[src/rtl/serial_parity_pkg.sv]
// Shared constants for the serial parity generator/checker: FSM encoding and the
// legal DATA_W range.
package serial_parity_pkg;

  localparam logic [1:0] StateIdleEnc  = 2'd0;
  localparam logic [1:0] StateAccumEnc = 2'd1;
  localparam logic [1:0] StateCheckEnc = 2'd2;
  localparam logic [1:0] StateDoneEnc  = 2'd3;

  typedef enum logic [1:0] {
    StIdle  = StateIdleEnc,
    StAccum = StateAccumEnc,
    StCheck = StateCheckEnc,
    StDone  = StateDoneEnc
  } state_e;

  localparam int unsigned DataWMin = 2;
  localparam int unsigned DataWMax = 255;

endpackage

[src/rtl/serial_parity_fsm_if.sv]
// Frame handshake and result bundle of serial_parity_fsm.
// par_err exists only when SERIAL_PARITY_CHECK_EN is defined.
interface serial_parity_fsm_if;

  logic start;
  logic bit_in;
  logic bit_valid;
  logic busy;
  logic par_out;
  logic par_valid;
`ifdef SERIAL_PARITY_CHECK_EN
  logic par_err;

  modport master (
    output start, bit_in, bit_valid,
    input  busy, par_out, par_valid, par_err
  );

  modport slave (
    input  start, bit_in, bit_valid,
    output busy, par_out, par_valid, par_err
  );
`else
  modport master (
    output start, bit_in, bit_valid,
    input  busy, par_out, par_valid
  );

  modport slave (
    input  start, bit_in, bit_valid,
    output busy, par_out, par_valid
  );
`endif

endinterface

[src/rtl/bit_counter.sv]
// Up-counter with synchronous clear and enable; tc_o flags the count MaxVal.
module bit_counter #(
  parameter int unsigned Width  = 3,
  parameter int unsigned MaxVal = 7
) (
  input  logic clk_i,
  input  logic rst_ni,
  input  logic clr_i,
  input  logic en_i,
  output logic tc_o
);

  localparam logic [Width-1:0] Terminal = Width'(MaxVal);

  logic [Width-1:0] cnt_q, cnt_d;

  assign tc_o = (cnt_q == Terminal);

  // Folding back to zero at the terminal count keeps the register from wrapping.
  always_comb begin
    cnt_d = cnt_q;
    if (clr_i) begin
      cnt_d = '0;
    end else if (en_i) begin
      cnt_d = tc_o ? '0 : cnt_q + Width'(1);
    end
  end

  always_ff @(posedge clk_i or negedge rst_ni) begin
    if (!rst_ni) begin
      cnt_q <= '0;
    end else begin
      cnt_q <= cnt_d;
    end
  end

endmodule

[src/rtl/xor2_cell.sv]
// 2-input XOR primitive from the gate library.
module xor2_cell (
  input  logic a_i,
  input  logic b_i,
  output logic y_o
);

  assign y_o = a_i ^ b_i;

endmodule

[src/rtl/serial_parity_fsm.sv]
// Serial parity generator; with SERIAL_PARITY_CHECK_EN defined it also checks a
// trailing received parity bit and reports mismatches on par_err.
module serial_parity_fsm
  import serial_parity_pkg::*;
#(
  parameter int unsigned DATA_W = 8,
  parameter bit          ODD    = 1'b0
) (
  input logic                clk,
  input logic                rst_n,
  serial_parity_fsm_if.slave bus
);

  localparam int unsigned CntW = $clog2(DATA_W);

  if (DATA_W < DataWMin || DATA_W > DataWMax) begin : g_bad_data_w
    $error("serial_parity_fsm: DATA_W out of range");
  end

  state_e state_q, state_d;
  logic   acc_q, acc_d, acc_xor;
  logic   busy_q, busy_d;
  logic   par_out_q, par_out_d;
  logic   par_valid_q, par_valid_d;
  logic   cnt_clr, cnt_en, cnt_tc;
`ifdef SERIAL_PARITY_CHECK_EN
  logic   err_q, err_d;
`endif

  // Shared accumulate cell: folds data bits in ACCUM, compares parity in CHECK.
  xor2_cell u_xor (
    .a_i (acc_q),
    .b_i (bus.bit_in),
    .y_o (acc_xor)
  );

  bit_counter #(
    .Width  (CntW),
    .MaxVal (DATA_W - 1)
  ) u_cnt (
    .clk_i  (clk),
    .rst_ni (rst_n),
    .clr_i  (cnt_clr),
    .en_i   (cnt_en),
    .tc_o   (cnt_tc)
  );

  always_comb begin
    state_d   = state_q;
    acc_d     = acc_q;
    par_out_d = par_out_q;
    cnt_clr   = 1'b0;
    cnt_en    = 1'b0;
`ifdef SERIAL_PARITY_CHECK_EN
    err_d     = err_q;
`endif
    unique case (state_q)
      StIdle: begin
        if (bus.start) begin
          state_d = StAccum;
          acc_d   = ODD;
          cnt_clr = 1'b1;
        end
      end
      StAccum: begin
        if (bus.bit_valid) begin
          acc_d  = acc_xor;
          cnt_en = 1'b1;
          if (cnt_tc) begin
`ifdef SERIAL_PARITY_CHECK_EN
            state_d = StCheck;
`else
            state_d   = StDone;
            par_out_d = acc_xor;
`endif
          end
        end
      end
      StCheck: begin
`ifdef SERIAL_PARITY_CHECK_EN
        if (bus.bit_valid) begin
          state_d   = StDone;
          par_out_d = acc_q;
          err_d     = acc_xor;
        end
`else
        state_d = StIdle;
`endif
      end
      StDone:  state_d = StIdle;
      default: state_d = StIdle;
    endcase
  end

  // Outputs are registered from the next state so they line up with it.
  assign busy_d      = (state_d == StAccum) || (state_d == StCheck);
  assign par_valid_d = (state_d == StDone);

  always_ff @(posedge clk or negedge rst_n) begin
    if (!rst_n) begin
      state_q     <= StIdle;
      acc_q       <= 1'b0;
      busy_q      <= 1'b0;
      par_out_q   <= 1'b0;
      par_valid_q <= 1'b0;
`ifdef SERIAL_PARITY_CHECK_EN
      err_q       <= 1'b0;
`endif
    end else begin
      state_q     <= state_d;
      acc_q       <= acc_d;
      busy_q      <= busy_d;
      par_out_q   <= par_out_d;
      par_valid_q <= par_valid_d;
`ifdef SERIAL_PARITY_CHECK_EN
      err_q       <= err_d;
`endif
    end
  end

  assign bus.busy      = busy_q;
  assign bus.par_out   = par_out_q;
  assign bus.par_valid = par_valid_q;
`ifdef SERIAL_PARITY_CHECK_EN
  assign bus.par_err   = err_q;
`endif

endmodule

[src/flat_wrapper.sv]
// flat-port wrapper written by rule: the top's interface ports become plain ports
module serial_parity_fsm_flat import serial_parity_pkg::*;
#(
  parameter int unsigned DATA_W = 8,
  parameter bit          ODD    = 1'b0
)
  (clk, rst_n, bus_start, bus_bit_in, bus_bit_valid, bus_busy, bus_par_out, bus_par_valid);
  serial_parity_fsm_if bus_i ();
  input logic clk;
  input logic rst_n;
  input wire logic [$bits(bus_i.start)-1:0] bus_start;
  input wire logic [$bits(bus_i.bit_in)-1:0] bus_bit_in;
  input wire logic [$bits(bus_i.bit_valid)-1:0] bus_bit_valid;
  output wire logic [$bits(bus_i.busy)-1:0] bus_busy;
  output wire logic [$bits(bus_i.par_out)-1:0] bus_par_out;
  output wire logic [$bits(bus_i.par_valid)-1:0] bus_par_valid;
  assign bus_i.start = bus_start;
  assign bus_i.bit_in = bus_bit_in;
  assign bus_i.bit_valid = bus_bit_valid;
  assign bus_busy = bus_i.busy;
  assign bus_par_out = bus_i.par_out;
  assign bus_par_valid = bus_i.par_valid;
  serial_parity_fsm #(.DATA_W(DATA_W), .ODD(ODD)) u_core (.clk(clk), .rst_n(rst_n), .bus(bus_i));
endmodule
[config.mk]
export PLATFORM = sky130hd
export DESIGN_NAME = serial_parity_fsm_flat
export DESIGN_NICKNAME = d
export VERILOG_FILES = /design/src/rtl/serial_parity_pkg.sv /design/src/rtl/serial_parity_fsm_if.sv /design/src/rtl/bit_counter.sv /design/src/rtl/xor2_cell.sv /design/src/rtl/serial_parity_fsm.sv /design/src/flat_wrapper.sv
export SDC_FILE = /design/constraint.sdc
export NUM_CORES = 1
export LEC_CHECK = 0
export CAP_MARGIN = 20
export CORE_AREA = 10 10 47 49
export CTS_CLUSTER_SIZE = 24
export DETAILED_ROUTE_END_ITERATION = 10
export DIE_AREA = 0 0 57 59
export SYNTH_ARGS = -nofsm -noshare
export SYNTH_HDL_FRONTEND = slang
export SYNTH_HIERARCHICAL = 1
export SYNTH_SLANG_ARGS = --single-unit
[constraint.sdc]
create_clock -name clk -period 1.7 [get_ports clk]
set_input_delay 0.255 -clock clk [delete_from_list [all_inputs] [get_ports clk]]
set_output_delay 0.255 -clock clk [all_outputs]
set_load 0.01 [all_outputs]
Word level (Yosys, flattened, before mapping) --
Index checks and enable logic that the tools add are counted.
Storage, ports and cells: latch bits 0, register bits 9, ROM bits 0, memories 0, input port bits 5, word-level logic and storage cells 38, memory bits (writable) 0
Cells by class: muxes and demuxes 14, $add $sub $neg 1, magnitude comparators 0, reduce and logical (&&, ||, !) cells 7, shifts and indexed selects 0, bitwise gates (word level) 1, div/mod/pow operators 0, eq/ne operators 9, multiply operators 0
Operators with widths (count):
- 3-bit 2-to-1 mux | 3
- 2-bit equality test (second input constant) | 4
- 1-bit 2-to-1 mux | 6
- 2-bit 2-to-1 mux | 3
- 2-bit one-hot mux with 3 select lines | 1
- 3-bit AND reduction | 2
- 2-bit by 1-bit equality test with 1-bit output (second input constant) | 2
- 2-bit != test (second input constant) | 2
- 2-bit nonzero test | 2
- 3-bit by 1-bit adder with 3-bit output (second input constant) | 1
- 3-bit equality test (second input constant) | 1
- 2-bit zero test | 1
- 1-bit one-hot mux with 2 select lines | 1
- 2-bit OR reduction | 1
- 1-bit logical OR | 1
- 1-bit XOR | 1

Logic depth before layout (Yosys ltp) --
Gate-level depths: netlist (run 1).
depth in word-level cells 6, mapped depth 4, depth with buffers taken out 4

Modules after synthesis --
Netlist (run 1), hierarchy kept.
Modules (own cells, without submodules):
- serial_parity_fsm | times used 1, area each 246.5 sq um, seq. area each 150.1 sq um, cells each 16
- bit_counter | times used 1, area each 151.4 sq um, seq. area each 75.1 sq um, cells each 12
- xor2_cell | times used 1, area each 8.8 sq um, seq. area each 0.0 sq um, cells each 1

Least setup slack after synthesis (run 1) --
Ideal clock, no wire load.
path kind reg2reg, start point register u_core.u_cnt.cnt_q[0], end point register u_core.par_out_q, in the netlist u_core/bus.par_out, data arrival time 1228 ps, path buffers 0, stages on the path, launching flop included 5, path slack 347 ps, cell sequence dfrtp_1 -> ha_1 -> ha_1 -> and4b_4 -> mux2_4
On the way: longest elaborated chain between the ends 2
RTL lines:
- from (decl) | line bit_counter.sv:15 | logic [Width-1:0] cnt_q, cnt_d;
- from (signal assigned) | line bit_counter.sv:33 | cnt_q <= cnt_d;
- 3-bit equality test | line bit_counter.sv:17 | assign tc_o = (cnt_q == Terminal);
- via u_core.cnt_tc | line serial_parity_fsm.sv:25 | logic cnt_clr, cnt_en, cnt_tc;
- 3-bit AND reduction (no source line)
- to (signal assigned) | line serial_parity_fsm.sv:113 | par_out_q <= par_out_d;
- to (decl) | line serial_parity_fsm.sv:23 | logic par_out_q, par_out_d;
The timed path passes the listed nets, and every way through them passes these cells. A chain may end at the register's enable or synchronous reset.

Worst setup path after layout (run 1) --
Same ends and word-level chain as after synthesis.

==> impl_metrics.json, run 1 <==
{
  "status": "finished, final reports clean",
  "crit_cells": 4,
  "cts.path.max_buffers": 2,
  "clk_latency_ps": 250,
  "final_net_count": 49,
  "drive_gt1_share_pct": 20.00,
  "vdd_ir_drop_max_mv": 0.6971,
  "syn_area_um2": 406.6,
  "worstRegToRegCells": 4,
  "postCtsSetupBuffers": 0,
  "synth.distinct_cells": 17,
  "insertedDiodeCount": 0,
  "powerDensity_nw_per_um2": 1542,
  "synth_edf_count": 0,
  "cts_buffers": 3,
  "antenna_found_initial": 0,
  "critical_path_class": "flop to flop",
  "slew_headroom_pct": 69.63,
  "startpoint_type": "flop",
  "yosys-top-cells-count": "dfrtp_1 (9), ha_1 (3), mux2i_1 (2), nor2_1 (2)",
  "globalplace.congestion": 0.7404,
  "grt_first_pass_wirelength_mm": 1.221,
  "syn_nets": 37,
  "fin_ws_ps": 253.1,
  "dieArea_um2": 3363,
  "synth_cells": 29,
  "clock_skew_ps": 4.003,
  "overflow": 0,
  "crit_arrival_ps": 1580,
  "avgRoutedWirePerCell_um": 13.34,
  "synth_top_cell_area_share_pct": 55.38,
  "tns_ps": 0,
  "die_w_um": 57,
  "ios": 8,
  "synth_most_common_cell": "dfrtp_1",
  "dpl.cell_count": 52,
  "rows": 14,
  "die_y_um": 59,
  "end_kind": "flop",
  "worst_pin_slew_ps": 454.6,
  "crit_fanout": 3,
  "crit_buf_inv": 0,
  "synth_flop_cell": "dfrtp_1",
  "dr_total_vias": 257,
  "start_util_pct": 29.02,
  "slew_viol_final": 0,
  "cts_resized": 0,
  "hold_ws_ps": 292.3,
  "ys_ff_latch": 9,
  "fin_crit_sh_pct": 85.11,
  "syn_area_per_cell_um2": 14.02,
  "setup_viol": 0,
  "dp_slack_ps": 118.8,
  "grt_start_max_net_pins": 10,
  "first_global_vias": 285,
  "initialDrtViolationCount": 2,
  "fp.coreArea_um2": 1401,
  "rsz0062_at_grt": "false",
  "path_cells": "ha_1 > ha_1 > and4b_4 > mux2_4",
  "fmax_ghz": 0.6911,
  "viasPerCell": 4.589,
  "h-tree-depth": 1,
  "worstPathRequired_ps": 1840,
  "cts_tree": "done",
  "min_path_type": "input port to async pin",
  "cts.sinks": 9,
  "clk_pin_slew_ps": 60,
  "drcViolationCount": 0,
  "grt_usage_pct": 4.603,
  "ctsRootBufferMaster": "clkbuf_4",
  "syn2layout_area_growth_pct": 28.62,
  "ys_seq_area_share_pct": 55.38,
  "cp_common_cell": "ha_1",
  "ys_warn_count": 6,
  "synthTopCellsByArea": "dfrtp_1 (55%), ha_1 (9.2%), mux2i_1 (4.9%)",
  "cap_violations": 0,
  "yosys.area.top_type": "dfrtp_1",
  "critPathTopFamily": "adder cells",
  "fin_crit_ps": 1447,
  "cts_hold_buf": 0,
  "numPortBuffers": 7,
  "fin_cells": 56,
  "cpPeakStageDelay_ps": 400,
  "drt-pass1-iter-count": 5,
  "hold_viol": 0,
  "cp_slowest_cell": "dfrtp_1",
  "synthArstFlopShare_pct": 100.0,
  "totalWireLength_um": 747,
  "ant_nets": 0,
  "p_leak_nw": 0.2288
}
==> worst register-to-register path, cell delays in order, from the launching register on <==
cell and delay, ps:
dfrtp_1 400, ha_1 210, ha_1 200, and4b_4 230, mux2_4 290
==> sequential cells by signal (all words and copies together) (netlist names) <==
name,cells
u_core/acc_q,1
u_core/bus.busy,1
u_core/bus.par_out,1
u_core/bus.par_valid,1
u_core/state_q,2
u_core/u_cnt/cnt_q,3
==> report_power, final <==
group | internal (mW) | switching, mW
logic | 0.168 | 0.123
registers | 0.299 | 0.0579
clock network | 0.0900 | 0.0679
==> final timing paths <==
path	start	end	slack [ps]
max	u_core/u_cnt/cnt_q[0]	u_core/bus.par_out	250
min	rst_n	u_core/u_cnt/cnt_q[0]	290
max reg2reg	u_core/u_cnt/cnt_q[0]	u_core/bus.par_out	250
min reg2reg	u_core/bus.par_out	u_core/bus.par_out	510
max in group asynchronous	rst_n	u_core/acc_q	1120
min in group clk	u_core/bus.par_out	u_core/bus.par_out	510
==> per-layer routing <==
metal	GRT usage, %	wire, µm	vias up
li1	-	-	127
met5	0	0	-
met2	7.597	412	5
met3	1.288	28	0
met1	4.693	306	125
met4	4.027	0	0
==> cells by family (layout without fill, tap and decap cells) <==
| family | Yosys count | count (layout) | synth area share, % |
|---|---|---|---|
| buf+inv | 1 | 12 | 0.9222 |
| fa+ha+maj | 3 | 3 | 9.232 |
| mux | 3 | 3 | 8.614 |
| flops | 9 | 9 | 55.39 |
| simple gates | 9 | 9 | 17.23 |
| compound gates | 3 | 3 | 6.463 |
| xor+xnor | 1 | 1 | 2.154 |
==> placed cells by master (no fill, tap or decap) <==
| master | instances |
|---|---|
| nand3b_1 | 1 |
| and4b_4 | 1 |
| mux2i_1 | 2 |
| a21oi_2 | 1 |
| dfrtp_1 | 9 |
| clkbuf_4 | 3 |
| nor2_1 | 2 |
| mux2_4 | 1 |
| nand2b_1 | 1 |
| and3b_2 | 1 |
| inv_1 | 1 |
| ha_1 | 3 |
| or3b_1 | 1 |
| clkbuf_1 | 1 |
| o211ai_1 | 1 |
| nor3b_1 | 1 |
| xor2_1 | 1 |
| nand4b_1 | 1 |
| o21ba_2 | 1 |
| clkdlybuf4s50_1 | 7 |
==> layout make-up <==
cell class,instances,area [µm²]
fill,144,878.3
inverter,1,3.754
sequential,9,225.2
timing repair buffer,7,70.07
clock buffer,4,26.28
tap,16,20.02
multi-input combinational,19,177.7
==> metrics by stage <==
step	cell area, µm²	utilization [%]	power (mW)
after detailed placement	496.7	35.45	0.6569
after floorplan	406.6	-	0.5408
after global routing	523.0	37.32	0.8651
final	523.0	37.32	0.8063
after CTS	523.0	37.32	0.8222
after global placement	496.7	35.45	0.6361
(Power assumes the default switching activity.)
==> run 2: changes to the inputs <==
Settings changed: CAP_MARGIN 20 to not set, CORE_AREA 10 10 47 49 to 2 2 39 41, DIE_AREA 0 0 57 59 to 0 0 41 43, SKIP_CTS_REPAIR_TIMING set to 1.
==> impl_metrics.json, run 2 (synthesis gave the netlist of run 1 again) <==
{
  "cpPeakStageDelay_ps": 400,
  "crit_fanout": 3,
  "min_path_type": "input port to async pin",
  "layout.cells.most_common": "dfrtp_1",
  "grt_first_pass_wirelength_mm": 1.028,
  "route.met3.wl_um": 20,
  "rsz0062_at_grt": "false",
  "powerDensity_nw_per_um2": 1528,
  "die_y_um": 43,
  "crit_buf_inv": 0,
  "clock_skew_ps": 6.623,
  "largest_reg_flops": 3,
  "cts_buffers": 3,
  "p_leak_nw": 0.2288,
  "fin_crit_ps": 1438,
  "syn2layout_area_growth_pct": 28.62,
  "overflow": 0,
  "ios": 8,
  "final_net_count": 49,
  "insertedDiodeCount": 0,
  "vdd_ir_drop_max_mv": 0.5446,
  "dpl_cell_area_um2": 496.7,
  "fin_crit_sh_pct": 84.57,
  "cp_slowest_cell": "dfrtp_1",
  "cts.sinks": 9,
  "path_cells": "ha_1 > ha_1 > and4b_4 > mux2_4",
  "slew_viol_final": 0,
  "critical_path_class": "flop to flop",
  "viasPerCell": 4.607,
  "die_w_um": 41,
  "worst_pin_slew_ps": 453.5,
  "cts.path.max_buffers": 2,
  "dpl.hpwl_um": 503.9,
  "totalWireLength_um": 613,
  "dieArea_um2": 1763,
  "worstPathRequired_ps": 1830,
  "crit_cells": 4,
  "fp.coreArea_um2": 1384,
  "cp_common_cell": "ha_1",
  "start_util_pct": 29.39,
  "startpoint_type": "flop",
  "grt_start_max_net_pins": 10,
  "end_kind": "flop",
  "drt-pass1-iter-count": 4,
  "status": "finished, final reports clean",
  "dr_total_vias": 258,
  "final_util_pct": 37.79,
  "mostFrequentLayoutCells": "dfrtp_1 (9), clkdlybuf4s50_1 (7), clkbuf_4 (3), ha_1 (3)",
  "antenna_found_initial": 0,
  "drive_gt1_share_pct": 20.00,
  "rows": 14,
  "fmax_ghz": 0.6956,
  "h-tree-depth": 1,
  "cts_tree": "done",
  "final_area_um2": 523.0,
  "total_power_mw": 0.7992,
  "clk_latency_ps": 250,
  "hold_viol": 0,
  "top_regs": "u_core/u_cnt/cnt_q: 3 flops, u_core/state_q: 2 flops",
  "globalplace.congestion": 0.6821,
  "routed.top_layer": "met3",
  "top_register": "u_core/u_cnt/cnt_q",
  "numPortBuffers": 7,
  "crit_arrival_ps": 1570,
  "routedLengthMet1_um": 280,
  "grt_usage_pct": 8.776,
  "met2_length_um": 312,
  "initialDrtViolationCount": 7,
  "clk_pin_slew_ps": 60,
  "tns_ps": 0,
  "slew_headroom_pct": 69.70,
  "critPathTopFamily": "flip-flops",
  "avgRoutedWirePerCell_um": 10.95,
  "ant_nets": 0,
  "first_global_vias": 251,
  "setup_viol": 0,
  "worstRegToRegCells": 4,
  "drcViolationCount": 0,
  "cap_violations": 0,
  "ctsRootBufferMaster": "clkbuf_4"
}
run 2: cell counts in the layout (fill, tap and decap cells not counted):
Identical to the previous run, type by type.
run 2: layer usage:
metal  track usage (%)  up-vias
met5                 0        -
met4             4.000        0
met3             3.141        0
met2             13.44        4
met1             10.51      126
li1                  -      128
run 2: path summary, 6_finish.rpt:
kind                                  startpoint                  to  slack (ps)
setup / recovery           u_core/u_cnt/cnt_q[0]  u_core/bus.par_out         260
hold / removal                             rst_n   u_core/state_q[1]         290
setup reg to reg           u_core/u_cnt/cnt_q[0]  u_core/bus.par_out         260
hold reg to reg               u_core/bus.par_out  u_core/bus.par_out         510
max in group asynchronous                  rst_n   u_core/state_q[0]        1120
min in group clk              u_core/bus.par_out  u_core/bus.par_out         510
run 2: area by class of cell:
type / instances / area, µm²
Clock buffer: 4 / 26.28
Tap cell: 16 / 20.02
Sequential cell: 9 / 225.2
Timing Repair Buffer: 7 / 70.07
Inverter: 1 / 3.754
Multi-Input combinational cell: 19 / 177.7
Fill cell: 133 / 860.8
run 2: metrics by stage:
step / std cells / hold slack, ps / setup slack, ps
2_1_floorplan: 29 / -40.59 / 347.3
3_3_place_gp: 52 / 495.5 / 162.3
3_5_place_dp: 52 / 496.1 / 130.3
4_1_cts: 56 / 303.0 / 256.0
5_1_grt: 56 / 316.2 / 233.6
6_report: 56 / 294.3 / 262.4
run 2: power breakdown:
part | internal [mW] | total (mW) | switching [mW]
clock network | 0.0900 | 0.158 | 0.0676
logic | 0.167 | 0.287 | 0.120
registers | 0.298 | 0.354 | 0.0558
total | 0.555 | 0.799 | 0.244
==> RTL change (flow settings as in run 2) <==
`DATA_W` is set to 8 in 2 places; all go to 16.
--- a/src/rtl/serial_parity_fsm.sv
+++ b/src/rtl/serial_parity_fsm.sv
@@ -3,7 +3,7 @@
 module serial_parity_fsm
   import serial_parity_pkg::*;
 #(
-  parameter int unsigned DATA_W = 8,
+  parameter int unsigned DATA_W = 16,
   parameter bit          ODD    = 1'b0
 ) (
   input logic                clk,
--- a/src/flat_wrapper.sv
+++ b/src/flat_wrapper.sv
@@ -1,7 +1,7 @@
 // flat-port wrapper written by rule: the top's interface ports become plain ports
 module serial_parity_fsm_flat import serial_parity_pkg::*;
 #(
-  parameter int unsigned DATA_W = 8,
+  parameter int unsigned DATA_W = 16,
   parameter bit          ODD    = 1'b0
 )
   (clk, rst_n, bus_start, bus_bit_in, bus_bit_valid, bus_busy, bus_par_out, bus_par_valid);
Function: changed (a bounded check fails within 10 cycles, from zero or initial values and one cycle with rst_n low).
==> RTL change against run 2 <==
Wire length rose by 29%. Total power increased by 6.6%. Critical path depth unchanged. Clock power rose by 37%. Count of clock-buffer cells in the layout unchanged. Sequential power rose by 8.2%. Non-clock buffer count grew 2. Hold slack got worse by 0.0014 ns. Sequential cell count increased by 1. Area after synthesis increased by 14%. Via count increased by 25%. Worst setup slack worse by 0.043 ns. Cell area increased by 15%. Critical path type unchanged.
==> RTL change: results <==
[synthesis]
ys_seq_area_share_pct = 54.2
synth_mux_area_share_pct = 5.42
synth_compound_gate_area_share_pct = 8.94
post_synth_num_cell_types = 22
synthTopCellsByCount = dfrtp_1 (10), nand2_1 (3)
synth-adder-area-share_pct = 5.42
synth.yosys.warnings = 6
synth.net_count = 44
post_synth_xor_area_fraction_pct = 3.79
synthesized_netlist_cell_count = 37
yosys-top-cells-area = dfrtp_1 (54%), ha_1 (5.4%), xor2_1 (3.8%)

[detailed_routing]
num_vias = 323
route.detailed.vias_per_inst = 4.89
met1_length_um = 374
route.final.wire_length_um = 789
top_layer_used = met4
drt_first_iter_violations = 6
dr_wl_met3_um = 34
met2WireLength_um = 353

[power]
pwr-share-clk_pct = 25.4
power.internal_w = 0.000587
power_leakage_nw = 0.260
seq-power_w = 0.000383
maximum_resistive_drop_on_vdd_v = 0.000637

[critical_path]
critPathMaxFanout = 5
worst_path_max_delay_cell = dfrtp_1
cpPeakStageDelay_ns = 0.41
worst_path_arrival_time_ns = 1.64
setup.reg_to_reg.worst_slack_ns = 0.22

[placement]
post-dp-hpwl_um = 588
post-place-cells = 62
place.gp.congestion = 0.608

[sta]
worst_slew_pin_slew_ns = 0.448
clock_skew_ns = 0.00416
hold_ws_ns = 0.293

[grt]
globalRouteMet2Util_pct = 17.5
grt_util_all_layers_pct = 11.8
grt_pass1_wl_um = 1330
met1_routing_resource_usage_after_global_routing_pct = 13.1
grt_pass1_vias = 341
largest_net_degree_at_the_start_of_global_routing = 11

[clocking]
insertion_delay_ns = 0.27

[layout]
final_layout_size_suffix_gt1_share_pct = 24.0
design.final.nets = 58
largest_registers = u_core/u_cnt/cnt_q (4), u_core/state_q (2)
final.fill_count = 130

[status]
run_status = completed
[RTL change: worst max-delay path: cells and delay by family (launching register included)]
family / cells / cell delay (ns)
muxes: 1 / 0.30
and+or+nand+nor: 2 / 0.45
adders and majority gates: 1 / 0.21
DFF: 1 / 0.41
[RTL change: stage by stage]
step | instance area, µm² | total power [W] | util, % | setup slack [ns]
floorplan | 462 | 0.000552 | - | 0.313
CTS | 603 | 0.000859 | 43.6 | 0.208
global route | 603 | 0.000915 | 43.6 | 0.155
detailed placement | 567 | 0.000639 | 41.0 | 0.115
finish | 603 | 0.000852 | 43.6 | 0.219
global placement | 567 | 0.000633 | 41.0 | 0.130
[RTL change: layout make-up]
type | instances | area [µm²] | area share (%)
Tap cell | 16 | 20.0 | 3.32
Inverter | 1 | 3.75 | 0.622
Clock buffer | 4 | 36.3 | 6.02
Timing Repair Buffer | 9 | 85.1 | 14.1
Sequential cell | 10 | 250 | 41.5
Multi-Input combinational cell | 26 | 208 | 34.4
